<file path="config.mk">
export PLATFORM = sky130hd
export DESIGN_NAME = irrigation_countdown_ctrl
export DESIGN_NICKNAME = d
export VERILOG_FILES = /design/src/rtl/irrigation_countdown_ctrl.sv
export SDC_FILE = /design/constraint.sdc
export NUM_CORES = 1
export LEC_CHECK = 0
export CORE_UTILIZATION = 48
export CTS_CLUSTER_DIAMETER = 50
export DETAILED_ROUTE_END_ITERATION = 12
export MAX_ROUTING_LAYER = met4
export PLACE_DENSITY = 0.84
export SETUP_SLACK_MARGIN = 0.4
export SYNTH_ARGS = -nofsm -noshare
export SYNTH_HDL_FRONTEND = slang
export SYNTH_SLANG_ARGS = --single-unit
</file>
<file path="constraint.sdc">
create_clock -name clock -period 2.15 [get_ports clock]
set_input_delay 0.215 -clock clock [delete_from_list [all_inputs] [get_ports clock]]
set_output_delay 0.215 -clock clock [all_outputs]
set_load 0.005 [all_outputs]
</file>
<file path="src/rtl/irrigation_countdown_ctrl.sv">
// MM:SS BCD countdown (00:00..59:59) with a seconds prescaler and an
// IDLE/RUNNING/PAUSED/DONE FSM that drives the irrigation valve.
module irrigation_countdown_ctrl #(
  parameter int TICK_DIV = 4,
  parameter int PS_W     = 16
) (
  input  logic        clock,
  input  logic        reset,
  input  logic [15:0] preset_bus,
  input  logic        load,
  input  logic        start,
  input  logic        pause,
  input  logic        abort,
  output logic [15:0] time_bus,
  output logic [1:0]  state,
  output logic        valve_on,
  output logic        done,
  output logic        preset_error
);

  localparam logic [1:0] ST_IDLE    = 2'd0;
  localparam logic [1:0] ST_RUNNING = 2'd1;
  localparam logic [1:0] ST_PAUSED  = 2'd2;
  localparam logic [1:0] ST_DONE    = 2'd3;

  localparam logic [PS_W-1:0] PS_LAST = PS_W'(TICK_DIV - 1);
  localparam logic [PS_W-1:0] PS_ONE  = PS_W'(1);

  logic [PS_W-1:0] ps_q;
  logic [PS_W-1:0] ps_n;
  logic [15:0]     time_n;
  logic [15:0]     time_dec;
  logic [1:0]      state_n;
  logic            done_n;
  logic            err_n;
  logic            tick;
  logic            preset_ok;
  logic            load_window;

  // Digit order is {min_tens, min_units, sec_tens, sec_units}.
  function automatic logic bcd_time_valid(input logic [15:0] t);
    return (t[15:12] <= 4'd5) && (t[11:8] <= 4'd9) &&
           (t[7:4]   <= 4'd5) && (t[3:0]  <= 4'd9);
  endfunction

  // One-second decrement with a borrow chain; 0000 is never fed in because
  // the FSM leaves RUNNING on the tick that reaches it.
  function automatic logic [15:0] bcd_time_dec(input logic [15:0] t);
    logic [3:0] mt;
    logic [3:0] mu;
    logic [3:0] st;
    logic [3:0] su;
    {mt, mu, st, su} = t;
    if (su != 4'd0) begin
      su = su - 4'd1;
    end else begin
      su = 4'd9;
      if (st != 4'd0) begin
        st = st - 4'd1;
      end else begin
        st = 4'd5;
        if (mu != 4'd0) begin
          mu = mu - 4'd1;
        end else begin
          mu = 4'd9;
          if (mt != 4'd0) begin
            mt = mt - 4'd1;
          end
        end
      end
    end
    return {mt, mu, st, su};
  endfunction

  assign tick        = (state == ST_RUNNING) && (ps_q == PS_LAST);
  assign time_dec    = bcd_time_dec(time_bus);
  assign preset_ok   = bcd_time_valid(preset_bus);
  assign load_window = (state == ST_IDLE) || (state == ST_DONE);

  // Commands resolve abort > load > pause > start; a load outside IDLE/DONE
  // has no effect at all, so the lower-priority commands still apply.
  always_comb begin
    state_n = state;
    time_n  = time_bus;
    ps_n    = ps_q;
    done_n  = 1'b0;
    err_n   = 1'b0;
    if (abort) begin
      state_n = ST_IDLE;
      time_n  = 16'h0000;
      ps_n    = '0;
    end else if (load && load_window) begin
      if (preset_ok) begin
        time_n  = preset_bus;
        state_n = ST_IDLE;
      end else begin
        err_n = 1'b1;
      end
    end else begin
      case (state)
        ST_IDLE: begin
          if (start && (time_bus != 16'h0000)) begin
            state_n = ST_RUNNING;
            ps_n    = '0;
          end
        end
        ST_RUNNING: begin
          ps_n = tick ? '0 : (ps_q + PS_ONE);
          if (tick) begin
            time_n = time_dec;
          end
          // Reaching 00:00 wins over a simultaneous pause.
          if (tick && (time_dec == 16'h0000)) begin
            state_n = ST_DONE;
            done_n  = 1'b1;
          end else if (pause) begin
            state_n = ST_PAUSED;
          end
        end
        ST_PAUSED: begin
          if (start) begin
            state_n = ST_RUNNING;
          end
        end
        default: begin
          state_n = state;
        end
      endcase
    end
  end

  always_ff @(posedge clock) begin
    if (!reset) begin
      state        <= ST_IDLE;
      time_bus     <= 16'h0000;
      ps_q         <= '0;
      valve_on     <= 1'b0;
      done         <= 1'b0;
      preset_error <= 1'b0;
    end else begin
      state        <= state_n;
      time_bus     <= time_n;
      ps_q         <= ps_n;
      valve_on     <= (state_n == ST_RUNNING);
      done         <= done_n;
      preset_error <= err_n;
    end
  end

endmodule

</file>
==> results of run 1 <==
## kinds of logic after synthesis
logic type / count (synthesis)
simple gates: 141
compound gates: 90
flops: 37
buf+inv: 29
fa+ha+maj: 8
mux: 7
xor+xnor: 2
## layer usage
metal	global-route usage, %	overflow
met5	-	-
met2	86.03	1
met4	57.48	0
met1	69.82	0
met3	47.19	0
## synth_stat cells, drive strengths merged (7+ instances only)
| cell | count |
|---|---|
| a21oi | 29 |
| clkbuf | 14 |
| dfxtp | 37 |
| o41ai | 7 |
| o21ai | 20 |
| nand4 | 11 |
| nand2 | 30 |
| nor2 | 16 |
| inv | 10 |
| nor4 | 12 |
| nand3 | 10 |
| nor3 | 13 |
| ha | 8 |
## stage by stage
| stage | area (um^2) | hold WS (ns) | setup WS (ns) | std cells |
|---|---|---|---|---|
| after floorplan | 2640 | 0.3702 | 0.07541 | 314 |
| after global placement | 3317 | 0.4722 | 0.1062 | 444 |
| after detailed placement | 3317 | 0.4860 | 0.003429 | 444 |
| after CTS | 4204 | 0.4905 | 0.1059 | 487 |
## repair_timing
action | CTS
buffers inserted | 32
gates resized for setup | 110
cloned | 3
endpoints found under the setup margin | 36
pin swaps | 45
==> results.md, run 1 <==
- Outcome: did not finish
- Fail Step: global routing (5_1_grt)
- Stop err: [ERROR GRT-0232] Routing congestion too high. Check the congestion heatmap in the GUI.
- Initial core utilization: a little over 50%
- Synth top area share: between 20% and 30%
- Worst EP post-GRT repair: state[1]$_SDFF_PN0_/D
- Yosys warns: 0
- GRT Total Usage: about 68%
- Total CTS buffers: 5
- Cts hold-fix bufs: 0
- Largest net degree at the start of global routing: 21
- Most area-consuming cells after synthesis: dfxtp_1 30%, a21oi_1 5.4%, nand2_1 4.5%
- Remaining global-route overflow: 1
- Post-synth EDFFs: 0
- H-tree Lvls: 2
- FFs w/ async S/R, synth: 0%
- Post-Synth Adder-Cell Area: under 10%
- I/O pins: between 40 and 50
- CTS Root Cell: clkbuf_8
- Syn nets: approximately 340
- Die height: ~74 um
- Clock Sinks: 37
- Synth Register Bits: 37
- Hpwl dp: 5430 um
- Sequential area share after synthesis: between 20% and 30%
- Multiplexer share of the synthesized area: between 2 and 3%
- Most used DFF post-synth: dfxtp_1
- RD Place Congestion: 0.9104
- Synth cell types: 55
- Cell Rows: 25
- Post-Synth XOR/XNOR Area: 0.7064%
- Post-Syn Instances: between 300 and 400
- Deepest clock path buffer count: 2
- Worst EP kind: register data pin
- Initial antenna violation count: 1
- Chip width: around 74 um
- # port buffers: between 40 and 50
- Area leader, netlist: dfxtp_1
- Syn_area_per_cell: 7.898 um^2
- Post-Synth Simple-Gate Area: between 30% and 40%
- Complex-gate fraction of the synthesized area: 24.12%
- Post-Syn Area: between 2000 and 2500 um^2
- Largest family of logic cells by synthesized area: simple AND/OR/NAND/NOR gates
==> run 2: changes to the inputs <==
Settings changed: CORE_UTILIZATION 48 to 35, CTS_CLUSTER_DIAMETER 50 to unset, MAX_ROUTING_LAYER met4 to unset, PLACE_DENSITY 0.84 to unset, PLACE_DENSITY_LB_ADDON set to 0.15, SETUP_SLACK_MARGIN 0.4 to unset.
Clock period 2.15 ns to 2.8 ns, I/O delays scaled along.
==> run 2 against run 1 <==
  * The flow now finishes without violations
  * Synthesized area did not move
  * Synthesized cell count did not move
==> results.md, run 2 <==
- Layout cells sized above 1: about a tenth
- Hold Worst Slack: 0.4884 ns
- Worst hold start: ps_q[1]
- Worst Path Buf+Inv: 2
- GR Layer Usage met1: between 20 and 30%
- Antenna violation net count after detailed routing: 0
- Drt drc: 0
- ANT cells: 0
- Total wire length: between 7000 and 8000 um
- Crit path arrival time: 2.75 ns
- Worst R2R End: ps_q[11]
- Worst min path class: reg2reg
- I/O pins: 43 (unchanged)
- Die area: 7426 um^2
- Via count: 2614
- Area growth syn-to-layout: 29.06%
- CP Cell Sequence: inv_1, ha_1, or4b_1, nor4_1, buf_4, o21ai_1, a31o_2, a21oi_1
- Most frequent cells in the layout: 42 x clkdlybuf4s50_1, 37 x dfxtp_1, 30 x nand2_1, 27 x a21oi_1, 19 x buf_4
- Reg2reg setup slack: ~0.28 ns
- Critical path class: reg2reg
- Global-route wire length before repair: around 12000 um
- Syn nets: 344 (unchanged)
- Most area-consuming cells after synthesis: dfxtp_1 30%, a21oi_1 5.4%, nand2_1 4.5%
- Final hold violations: 0
- Worst setup EP type: flip-flop
- Max frequency: between 0.3 and 0.4 GHz
- Area leader, netlist: dfxtp_1
- Synth cell types: 55 (unchanged)
- Hpwl dp: 5256 um (-3.2%)
- Most used DFF post-synth: dfxtp_1
- VDD IR max: approximately 0.14 mV
- Biggest regs: ps_q x16, time_bus x16, state x2
- RD Place Congestion: 0.8165 (-10%)
- Post-synth EDFFs: 0 (unchanged)
- Max transition margin: roughly a third
- Synth top area share: 29.87% (unchanged)
- Sequential area share after synthesis: 29.87% (unchanged)
- Vias per inst: approximately 5.7
- Initial DRC count: roughly 130
- RSZ-0062 raised after global routing: false
- FFs w/ async S/R, synth: 0% (unchanged)
- Most common library cell in the layout ignoring fill and taps: clkdlybuf4s50_1
- Yosys warns: 0 (unchanged)
- Slowest cell on crit path: or4b_1
- Worst-path fanout max: 9
- Initial core utilization: 36.30% (-15 points)
- Leakage: 1.087 nW
- Commonest cells in the netlist: 37 x dfxtp_1, 30 x nand2_1, 27 x a21oi_1, 17 x o21ai_0, 16 x nor2_1
- WHS Endpoint: ps_q[1]
- Max cap viols: 0
- Clock Sinks: 37 (unchanged)
- Largest net degree at the start of global routing: 21
- Crit path time final: 2.524 ns
- Slew @ Worst Pin: between 0.9 and 1 ns
- FF-to-FF Start: time_bus[0]
- Period utilization: around 90%
- TNS Setup: 0 ns
- Critical Path Start Type: flip-flop
- H-tree Lvls: 2 (unchanged)
- Hold Path Cell Cnt: 2
- Cts repair resizes: 0 (-100%)
- Cell with the most instances after synthesis: dfxtp_1
- Max Slew Vio Count: 0
- Post-Syn Instances: 314 (unchanged)
- Routed wire length per instance: around 16 um
- R2R cell count: 8
- Worst EP required: 3.03 ns
- Post-Syn Area: 2480 um^2 (unchanged)
- First-pass DRT Iterations: 4
- Final setup violating endpoints: 0
- GRT Total Usage: roughly 21%
- Global routing's busiest layer: met2
- Clock latency on the worst-skew pair: approximately 0.30 ns
- Total CTS buffers: 5 (unchanged)
- Chip width: 86.18 um (+17%)
- Die height: 86.18 um (+17%)
- Final nets: 393
- M3 GR Usage: about 3.4%
- Syn_area_per_cell: 7.898 um^2 (unchanged)
- Core area: roughly 6800 um^2
- Synth Register Bits: 37 (unchanged)
- Power Density: between 300 and 400 nW/um^2
- CP peak stage delay: 0.51 ns
- Clk pin slew, worst setup/hold paths: approximately 0.08 ns
- Number of global-route vias before repair: ~2.4k
- Cts hold-fix bufs: 0 (unchanged)
- Met2 Track Usage GR: 32.32%
- Worst path top cell family by delay: simple AND/OR/NAND/NOR gates
- Deepest clock path buffer count: 2 (unchanged)
- CTS Root Cell: clkbuf_8
- Initial antenna violation count: 0
- # port buffers: 42 (unchanged)
- Cell Rows: 30 (+20%)
- TritonCTS clock tree: built
- Outcome: finished clean
- Remaining global-route overflow: 0
- Worst Clk Skew: 0.008197 ns
- Setup bufs post-CTS: 0 (-100%)
[run 2: cell counts after synthesis]
Identical to the previous run, type by type.
[run 2: per-stage QoR]
step / cell area [um^2] / util, % / worst slack [ns] / std cells / power (mW)
5_1_grt: 3201 / 46.85 / 0.1045 / 460 / 1.266
3_3_place_gp: 3065 / 44.87 / 0.3007 / 450 / 0.7211
6_report: 3201 / 46.85 / 0.2765 / 460 / 1.214
4_1_cts: 3186 / 46.63 / 0.2761 / 458 / 1.224
3_5_place_dp: 3065 / 44.87 / 0.3072 / 450 / 0.7206
2_1_floorplan: 2480 / - / 0.5804 / 314 / 0.6401
[run 2: worst max-delay path by stage]
| stage | from | to | slack [ns] | depth (start not counted) |
|---|---|---|---|---|
| after floorplan | time_bus[0] | valve_on | 0.58 | 8 |
| after CTS | time_bus[1] | ps_q[12] | 0.28 | 7 |
| final | time_bus[0] | ps_q[11] | 0.28 | 8 |
| after global placement | time_bus[0] | ps_q[8] | 0.30 | 7 |
| after global routing | time_bus[0] | ps_q[0] | 0.10 | 7 |
| after detailed placement | time_bus[1] | ps_q[14] | 0.31 | 7 |
[run 2: area by class of cell]
cell class / count / area [um^2]
Clock inverter: 2 / 37.54
Timing Repair Buffer: 61 / 563.0
Fill cell: 694 / 3631
Inverter: 10 / 37.54
Multi-Input combinational cell: 248 / 1619
Clock buffer: 6 / 82.58
Sequential cell: 37 / 740.7
Tap cell: 96 / 120.1
[run 2: tightest hold or removal path: stages (launching register included)]
cell     delay [ns]
dfxtp_1        0.33
nand2_1        0.06
a21oi_1        0.05
[run 2: report_power, final]
part           internal, mW  total [mW]  switching, mW
combinational        0.0818       0.176         0.0937
clock                 0.290       0.503          0.213
sequential            0.530       0.536        0.00564
total                 0.902        1.21          0.313
[run 2: routing by layer]
layer | vias up | share of wire [%]
met5 | - | 0
met4 | 0 | 2.1
met3 | 17 | 4.6
met2 | 69 | 44
met1 | 1220 | 50
li1 | 1308 | -
[run 2: kinds of logic (layout without fill, tap and decap cells)]
group / Yosys count / count (layout) / synth area share (%)
buffers and inverters: 29 / 79 / 4.843
AO/OA/AOI/OAI: 90 / 90 / 24.12
AND/OR/NAND/NOR: 141 / 141 / 33.55
flip-flops: 37 / 37 / 29.87
XOR/XNOR: 2 / 2 / 0.7065
multiplexers: 7 / 7 / 2.876
adder cells (fa/ha/maj): 8 / 8 / 4.036
Note: power is estimated with default switching activity, not from simulation.
